[config.mk]
export PLATFORM = sky130hd
export DESIGN_NAME = smpc_periph_collector
export DESIGN_NICKNAME = d
export VERILOG_FILES = /design/src/rtl/smpc_periph_collector_pkg.sv /design/src/rtl/smpc_periph_collector.sv
export SDC_FILE = /design/constraint.sdc
export NUM_CORES = 1
export LEC_CHECK = 0
export ABC_AREA = 1
export CORE_ASPECT_RATIO = 1.2
export CORE_UTILIZATION = 40
export DETAILED_ROUTE_END_ITERATION = 10
export HOLD_SLACK_MARGIN = 0.12
export PLACE_DENSITY_LB_ADDON = 0.2
export SKIP_LAST_GASP = 1
export SLEW_MARGIN = 20
export SYNTH_ARGS = -nofsm -noshare
export SYNTH_HDL_FRONTEND = slang
export SYNTH_SLANG_ARGS = --single-unit
[constraint.sdc]
create_clock -name CLK -period 3.5 [get_ports CLK]
set_clock_uncertainty 0.2 [all_clocks]
set_input_delay 0.7 -clock CLK [delete_from_list [all_inputs] [get_ports CLK]]
set_output_delay 0.7 -clock CLK [all_outputs]
set_load 0.02 [all_outputs]
[src/rtl/smpc_periph_collector_pkg.sv]
// Shared types and constants for the SMPC INTBACK peripheral collector.
`timescale 1ns/1ps
package smpc_periph_collector_pkg;

    typedef enum logic [2:0] {
        ST_IDLE,
        ST_SEL,
        ST_COLLECT,
        ST_PAGE_END,
        ST_PAUSE,
        ST_FINISH
    } coll_state_t;

    localparam logic [7:0] PORT_OFF = 8'hF0;

    // Status bit positions inside the SMPC status register.
    localparam int unsigned SR_PDL = 6;
    localparam int unsigned SR_NPE = 5;
    localparam int unsigned SR_SF  = 0;

    function automatic logic [7:0] sr_status(input logic pdl, input logic npe, input logic sf);
        logic [7:0] sr;
        sr         = '0;
        sr[7]      = 1'b1;
        sr[SR_PDL] = pdl;
        sr[SR_NPE] = npe;
        sr[SR_SF]  = sf;
        return sr;
    endfunction

endpackage

[src/rtl/smpc_periph_collector.sv]
// Scans peripheral ports in order and streams their bytes into the OREG window,
// paging with MIRQ_N/CONT/BRK handshakes when the window fills up.
`timescale 1ns/1ps
module smpc_periph_collector
    import smpc_periph_collector_pkg::*;
#(
    parameter int unsigned NUM_PORTS  = 2,
    parameter int unsigned OREG_DEPTH = 32,
    parameter int unsigned MAX_PORT_B = 255,
    parameter int unsigned TIMEOUT    = 1024
) (
    input  logic                                                 CLK,
    input  logic                                                 RST,
    input  logic                                                 CE,
    input  logic                                                 START,
    input  logic                                                 CONT,
    input  logic                                                 BRK,
    input  logic [NUM_PORTS-1:0]                                 PORT_EN,
    input  logic [7:0]                                           CMD_ECHO,
    output logic                                                 INPUT_ACT,
    output logic [((NUM_PORTS > 1) ? $clog2(NUM_PORTS) : 1)-1:0] INPUT_PORT,
    output logic [7:0]                                           INPUT_POS,
    input  logic [7:0]                                           INPUT_DATA,
    input  logic                                                 INPUT_WE,
    input  logic                                                 INPUT_LAST,
    output logic [$clog2(OREG_DEPTH)-1:0]                        OREG_WA,
    output logic [7:0]                                           OREG_D,
    output logic                                                 OREG_WE,
    output logic                                                 MIRQ_N,
    output logic                                                 SF,
    output logic                                                 PDL,
    output logic                                                 NPE
);

    localparam int unsigned PW = (NUM_PORTS > 1) ? $clog2(NUM_PORTS) : 1;
    localparam int unsigned AW = $clog2(OREG_DEPTH);

    localparam logic [AW-1:0] ECHO_SLOT = AW'(OREG_DEPTH - 1);
    localparam logic [AW-1:0] LAST_DATA = AW'(OREG_DEPTH - 2);
    localparam logic [7:0]    POS_MAX   = 8'(MAX_PORT_B - 1);
    localparam logic [15:0]   TMO_MAX   = 16'(TIMEOUT - 1);
    localparam logic [3:0]    PORT_END  = 4'(NUM_PORTS);

    coll_state_t          state;
    logic [NUM_PORTS-1:0] en;
    logic [3:0]           port;
    logic [AW-1:0]        wptr;
    logic [15:0]          tmo;
    logic                 mid;
    logic                 port_on;

    always_comb begin
        port_on = 1'b0;
        for (int unsigned i = 0; i < NUM_PORTS; i++) begin
            if (port == 4'(i)) port_on = en[i];
        end
    end

    always_ff @(posedge CLK) begin
        if (RST) begin
            state      <= ST_IDLE;
            en         <= '0;
            port       <= '0;
            wptr       <= '0;
            tmo        <= '0;
            mid        <= 1'b0;
            INPUT_ACT  <= 1'b0;
            INPUT_PORT <= '0;
            INPUT_POS  <= '0;
            OREG_WA    <= '0;
            OREG_D     <= '0;
            OREG_WE    <= 1'b0;
            MIRQ_N     <= 1'b1;
            SF         <= 1'b0;
            PDL        <= 1'b0;
            NPE        <= 1'b0;
        end else begin
            OREG_WE <= 1'b0;
            if (CE) begin
                MIRQ_N <= 1'b1;
                case (state)
                    ST_IDLE: begin
                        if (START) begin
                            en    <= PORT_EN;
                            port  <= '0;
                            wptr  <= '0;
                            mid   <= 1'b0;
                            SF    <= 1'b1;
                            PDL   <= 1'b1;
                            NPE   <= 1'b0;
                            state <= ST_SEL;
                        end
                    end
                    // Page-full is detected here for port boundaries so a full window
                    // with ports still pending pages out before the next port starts.
                    ST_SEL: begin
                        if (BRK) begin
                            INPUT_ACT <= 1'b0;
                            SF        <= 1'b0;
                            NPE       <= 1'b0;
                            state     <= ST_IDLE;
                        end else if (port >= PORT_END) begin
                            state <= ST_FINISH;
                        end else if (wptr == ECHO_SLOT) begin
                            mid   <= 1'b0;
                            state <= ST_PAGE_END;
                        end else if (port_on) begin
                            INPUT_ACT  <= 1'b1;
                            INPUT_PORT <= port[PW-1:0];
                            INPUT_POS  <= '0;
                            tmo        <= '0;
                            state      <= ST_COLLECT;
                        end else begin
                            OREG_WE <= 1'b1;
                            OREG_WA <= wptr;
                            OREG_D  <= PORT_OFF;
                            wptr    <= wptr + AW'(1);
                            port    <= port + 4'd1;
                        end
                    end
                    ST_COLLECT: begin
                        if (BRK) begin
                            INPUT_ACT <= 1'b0;
                            SF        <= 1'b0;
                            NPE       <= 1'b0;
                            state     <= ST_IDLE;
                        end else if (INPUT_WE) begin
                            OREG_WE <= 1'b1;
                            OREG_WA <= wptr;
                            OREG_D  <= INPUT_DATA;
                            wptr    <= wptr + AW'(1);
                            tmo     <= '0;
                            if (INPUT_POS != POS_MAX) INPUT_POS <= INPUT_POS + 8'd1;
                            if (INPUT_LAST || INPUT_POS == POS_MAX) begin
                                INPUT_ACT <= 1'b0;
                                port      <= port + 4'd1;
                                state     <= ST_SEL;
                            end else if (wptr == LAST_DATA) begin
                                INPUT_ACT <= 1'b0;
                                mid       <= 1'b1;
                                state     <= ST_PAGE_END;
                            end
                        end else if (tmo == TMO_MAX) begin
                            if (INPUT_POS == 8'd0) begin
                                OREG_WE <= 1'b1;
                                OREG_WA <= wptr;
                                OREG_D  <= PORT_OFF;
                                wptr    <= wptr + AW'(1);
                            end
                            INPUT_ACT <= 1'b0;
                            port      <= port + 4'd1;
                            state     <= ST_SEL;
                        end else begin
                            tmo <= tmo + 16'd1;
                        end
                    end
                    ST_PAGE_END: begin
                        OREG_WE <= 1'b1;
                        OREG_WA <= ECHO_SLOT;
                        OREG_D  <= CMD_ECHO;
                        NPE     <= 1'b1;
                        MIRQ_N  <= 1'b0;
                        state   <= ST_PAUSE;
                    end
                    ST_PAUSE: begin
                        if (BRK) begin
                            SF    <= 1'b0;
                            NPE   <= 1'b0;
                            state <= ST_IDLE;
                        end else if (CONT) begin
                            wptr <= '0;
                            PDL  <= 1'b0;
                            NPE  <= 1'b0;
                            mid  <= 1'b0;
                            if (mid) begin
                                INPUT_ACT <= 1'b1;
                                tmo       <= '0;
                                state     <= ST_COLLECT;
                            end else begin
                                state <= ST_SEL;
                            end
                        end
                    end
                    ST_FINISH: begin
                        OREG_WE <= 1'b1;
                        OREG_WA <= ECHO_SLOT;
                        OREG_D  <= CMD_ECHO;
                        NPE     <= 1'b0;
                        MIRQ_N  <= 1'b0;
                        SF      <= 1'b0;
                        state   <= ST_IDLE;
                    end
                    default: state <= ST_IDLE;
                endcase
            end
        end
    end

endmodule

* Word-level counts from Yosys, hierarchy flattened *
Cells that the tools add are included.

storage, ports and cells
  register bits = 59
  input bits = 26
  output and inout bits = 28
  word-level logic and storage cells = 208

operators by class
  $add $sub $neg = 4
  $lt $le $gt $ge = 1
  equality and inequality tests = 39
  multiplexer cells = 115
  bitwise gates (word level) = 4
  reduce and logical (&&, ||, !) cells = 29

operator list
  kind                                                                     count
  16-bit 2-to-1 mux                                                        10
  8-bit 2-to-1 mux                                                         15
  5-bit 2-to-1 mux                                                         19
  16-bit case mux with 3 select lines                                      1
  1-bit 2-to-1 mux                                                         36
  3-bit 2-to-1 mux                                                         12
  4-bit 2-to-1 mux                                                         9
  2-bit inequality test, second input constant                             15
  3-bit inequality test, second input constant                             8
  8-bit case mux with 3 select lines                                       1
  12-bit AND reduction                                                     2
  5-bit case mux with 4 select lines                                       1
  10-bit AND reduction                                                     2
  9-bit AND reduction                                                      2
  16-bit by 1-bit adder with 16-bit output, second input constant          1
  16-bit by 10-bit equality test with 1-bit output, second input constant  1
  8-bit case mux with 2 select lines                                       1
  3-bit case mux with 5 select lines                                       1
  5-bit case mux with 3 select lines                                       1
  4-bit case mux with 3 select lines                                       1
  6-bit AND reduction                                                      2
  3-bit nonzero test                                                       4
  11-bit AND reduction                                                     1
  5-bit equality test, second input constant                               2
  other kinds (31)                                                         44

* Depth between registers and ports, before layout *
  word-level depth = 8
  depth in mapped cells = 13
  depth with buffers taken out = 13

* Worst setup path before layout *
No wires, ideal clock.

  kind = register to register
  from = register wptr[0]
  to = register OREG_WA[4]
  setup time = 0.117 ns
  arrival = 1.831 ns
  data required time = 3.183 ns
  setup slack = 1.352 ns
  stages on the path, launching flop included = 13
  path buffers = 1
  clock period less this slack = 2.148 ns
  path through = dfxtp_1 -> ha_1 -> nand2_1 -> nor2_1 -> ha_1 -> nand3b_1 -> nand2_1 -> nand2_2 -> nor2_1 -> nand3_2 -> buf_4 -> nor3_1 -> nor2_1

on the way
  word-level cells in the longest chain between the ends = 3

RTL lines
  item                                    line                          source
  start, declared                         smpc_periph_collector.sv:47   logic [AW-1:0] wptr;
  start signal, assigned                  smpc_periph_collector.sv:117  wptr <= wptr + AW'(1);
  start signal, assigned                  smpc_periph_collector.sv:131  wptr <= wptr + AW'(1);
  start signal, assigned                  smpc_periph_collector.sv:148  wptr <= wptr + AW'(1);
  5-bit equality test                     smpc_periph_collector.sv:104  end else if (wptr == ECHO_SLOT) begin
  2-bit inequality test (no source line)  n/a
  9-bit AND reduction (no source line)    n/a
  end signal, assigned                    smpc_periph_collector.sv:115  OREG_WA <= wptr;
  end signal, assigned                    smpc_periph_collector.sv:129  OREG_WA <= wptr;
  end signal, assigned                    smpc_periph_collector.sv:146  OREG_WA <= wptr;
  end, declared                           smpc_periph_collector.sv:26   output logic [$clog2(OREG_DEPTH)-1:0] OREG_WA,

No other way between the ends.
A chain may end at the register's enable or synchronous reset.

* Worst setup path in the final report *
  from = register state[1]
  to = register state[1]

on the way
  word-level cells in the longest chain between the ends = 3
  elaborated cells between the ends (all ways) = 12
  those cells by class = eq/ne (9); mux (1); reduce/logical (2)

RTL lines
  item                                                                    line                          source
  start, declared                                                         smpc_periph_collector.sv:44   coll_state_t state;
  start signal, assigned                                                  smpc_periph_collector.sv:61   state <= ST_IDLE;
  start signal, assigned                                                  smpc_periph_collector.sv:91   state <= ST_SEL;
  start signal, assigned                                                  smpc_periph_collector.sv:101  state <= ST_IDLE;
  3-bit by 1-bit equality test with 1-bit output (tied with other cells)  smpc_periph_collector.sv:81   case (state)
  5-bit inequality test (no source line) (tied with other cells)          n/a
  6-bit AND reduction (no source line)                                    n/a

Several ways; a longest one is shown, not always the timed one.

==> impl_metrics.py <==
metrics = {
    "outcome": {
        "status": "complete, no violations",
    },
    "detailed_routing": {
        "detail_route.wl_per_cell_um": 13.70,
        "drtAntennaViolNets": 0,
        "finalWirelength_um": 10930,
        "vias": 4145,
        "drt-pass1-iter-count": 5,
        "drc": 0,
        "viasPerCell": 5.194,
        "drt_iter0_markers": 240,
    },
    "logic_synthesis": {
        "synth_edf_count": 0,
        "synth_cells": 622,
        "syn_avg_cell_area_um2": 6.248,
        "ys_seq_area_share_pct": 30.39,
        "ys_ff_latch": 59,
        "synthesis.area_um2": 3886,
        "yosysUniqueCellTypes": 35,
        "synth_async_sr_flop_share_pct": 0,
        "ys.flop_type": "dfxtp_1",
        "synth_nets": 659,
        "yosys_warnings": 0,
    },
    "power_and_ir_drop": {
        "power.density_nw_per_um2": 410.2,
        "leakage_uw": 0.001950,
        "irDropWorstVdd_mv": 0.2386,
    },
    "clock_tree": {
        "numCtsBuffers": 9,
        "cts_resized": 0,
        "cts_tree": "built",
        "post_cts_buffers": 0,
        "path_clk_slew_ns": 0.05,
        "cts_sinks": 59,
        "cts_max_path_buffers": 2,
        "ctsHoldBuffers": 0,
        "clock_latency_ns": 0.33,
        "htreeDepth": 3,
        "clockRootBuffer": "clkbuf_16",
    },
    "setup_path": {
        "reg2regPathDepth": 8,
        "cp_data_arrival_time_ns": 2.73,
        "worstPathMaxFanout": 25,
        "start_kind": "register",
        "endpoint_kind": "register",
        "critical_path_class": "reg -> reg",
        "critPathRequiredTime_ns": 3.54,
    },
    "die": {
        "dieArea_um2": 10120,
        "num_rows": 39,
        "die_y_um": 110.0,
        "die_w_um": 91.98,
        "initial_core_util_pct": 41.05,
        "coreArea_um2": 9467,
        "io_pins": 54,
    },
    "global_route": {
        "grt_usage_pct": 21.87,
        "grt_max_degree": 26,
        "grt_pass1_vias": 3724,
        "grt_overflow_total": 0,
        "grt_first_pass_wirelength_um": 17630,
        "antenna_found_initial": 0,
    },
    "placement": {
        "portBuffers": 53,
        "hpwl_um": 7959,
        "routabilityCongestion": 0.8901,
    },
    "sta": {
        "slew_headroom_pct": 59.75,
        "slew_viol_final": 0,
        "final-hold-violation-count": 0,
        "max_freq_mhz": 372.6,
        "rsz0062_at_grt": "no",
        "setup_viol": 0,
        "period_minus_slack_ns": 2.684,
        "tns_ns": 0,
        "worstMarginPinSlew_ns": 0.6030,
        "period_share_pct": 76.68,
    },
    "layout": {
        "drive_gt1_share_pct": 7.704,
        "diodes": 0,
        "final_common_cell": "nand2_1",
        "fin_nets": 707,
        "mostFrequentLayoutCells": "nand2_1 (177), nor2_1 (83), nand3_1 (64), dfxtp_1 (59), inv_1 (57)",
        "syn_to_final_growth_pct": 23.44,
        "finish.utilization_pct": 50.67,
    },
    "job": {
        "maxCapViolations": 0,
    },
    "worst_hold_path": {
        "min_path_type": "reg -> reg",
        "hold_depth": 2,
    },
}
==> cell usage after synthesis (all sizes together), types with 3 or more instances <==
cell type | instances | area, µm²
or2 | 6 | 37.54
xor2 | 4 | 35.03
buf | 19 | 125.1
inv | 61 | 229.0
dfxtp | 59 | 1181
o21bai | 3 | 22.52
nand2 | 181 | 689.4
ha | 11 | 137.6
a21oi | 53 | 269.0
nand4 | 24 | 150.1
o21ai | 19 | 95.09
nor2 | 91 | 389.1
nor3 | 4 | 20.02
clkbuf | 5 | 18.77
nand3 | 69 | 377.9
==> sequential cells by signal, summed over array words and instances, names as in the netlist, 2 cells and up <==
signal,flops
wptr,5
OREG_WA,5
port,4
OREG_D,8
en,2
INPUT_POS,8
tmo,16
state,3
==> power breakdown <==
part	switching [µW]	internal, µW	total [µW]
sequential	29.0	700	729
combinational	192	119	311
clock	308	620	928
total	529	1440	1970
==> path summary, 6_finish.rpt <==
path,startpoint,endpoint,slack (ns)
setup / recovery,state[1]$_SDFFE_PP0P_,state[1]$_SDFFE_PP0P_,0.82
hold / removal,INPUT_PORT$_SDFFE_PP0P_,INPUT_PORT$_SDFFE_PP0P_,0.24
setup reg to reg,state[1]$_SDFFE_PP0P_,state[1]$_SDFFE_PP0P_,0.82
hold reg to reg,INPUT_PORT$_SDFFE_PP0P_,INPUT_PORT$_SDFFE_PP0P_,0.24
==> critical path, cell delays in order, from the launching register on <==
cell	delay (ns)
dfxtp_1	0.63
nand3_4	0.41
inv_1	0.55
nand2_1	0.16
nor2_1	0.12
nand2_1	0.13
nand3_1	0.15
nand2_1	0.06
a21oi_1	0.16
==> cell families (layout without fill, tap and decap cells) <==
kind of cell / Yosys count / in the layout / share of synthesized area, %
and+or+nand+nor: 380 / 380 / 43.75
adders and majority gates: 11 / 11 / 3.541
DFF: 59 / 59 / 30.39
buffers and inverters: 86 / 139 / 9.691
xor gates and xnor gates: 6 / 6 / 1.352
AOI/OAI and AO/OA: 80 / 80 / 11.27
==> metrics by stage <==
stage / setup slack [ns] / cell area, µm² / hold WS [ns] / total power [µW] / cells
after floorplan: 1.352 / 3886 / 0.2238 / 943.4 / 622
after detailed placement: 0.5888 / 4487 / 0.2403 / 1051 / 782
after global placement: 0.6556 / 4487 / 0.2345 / 1046 / 782
final: 0.8163 / 4797 / 0.2433 / 1968 / 798
after global routing: 0.5457 / 4797 / 0.2751 / 2049 / 798
after CTS: 0.8266 / 4797 / 0.2480 / 1978 / 798
==> metal layers <==
metal | GRT usage (%) | wire length, µm | up-vias
li1 | - | - | 2117
met1 | 26.83 | 4811 | 1910
met2 | 37.95 | 5388 | 96
met3 | 4.047 | 483 | 22
met4 | 8.705 | 248 | 0
met5 | 0 | 0 | -
==> area by class of cell <==
| class | instances | area, µm² |
|---|---|---|
| flip-flops and latches | 59 | 1181 |
| clock buffers | 11 | 232.7 |
| multi-input cells | 477 | 2328 |
| clock inverters | 5 | 77.57 |
| inverters | 62 | 232.7 |
| well taps | 123 | 153.9 |
| repair buffers | 61 | 590.6 |
| fillers | 987 | 4669 |
No activity file was read; power rests on OpenSTA's default activity.
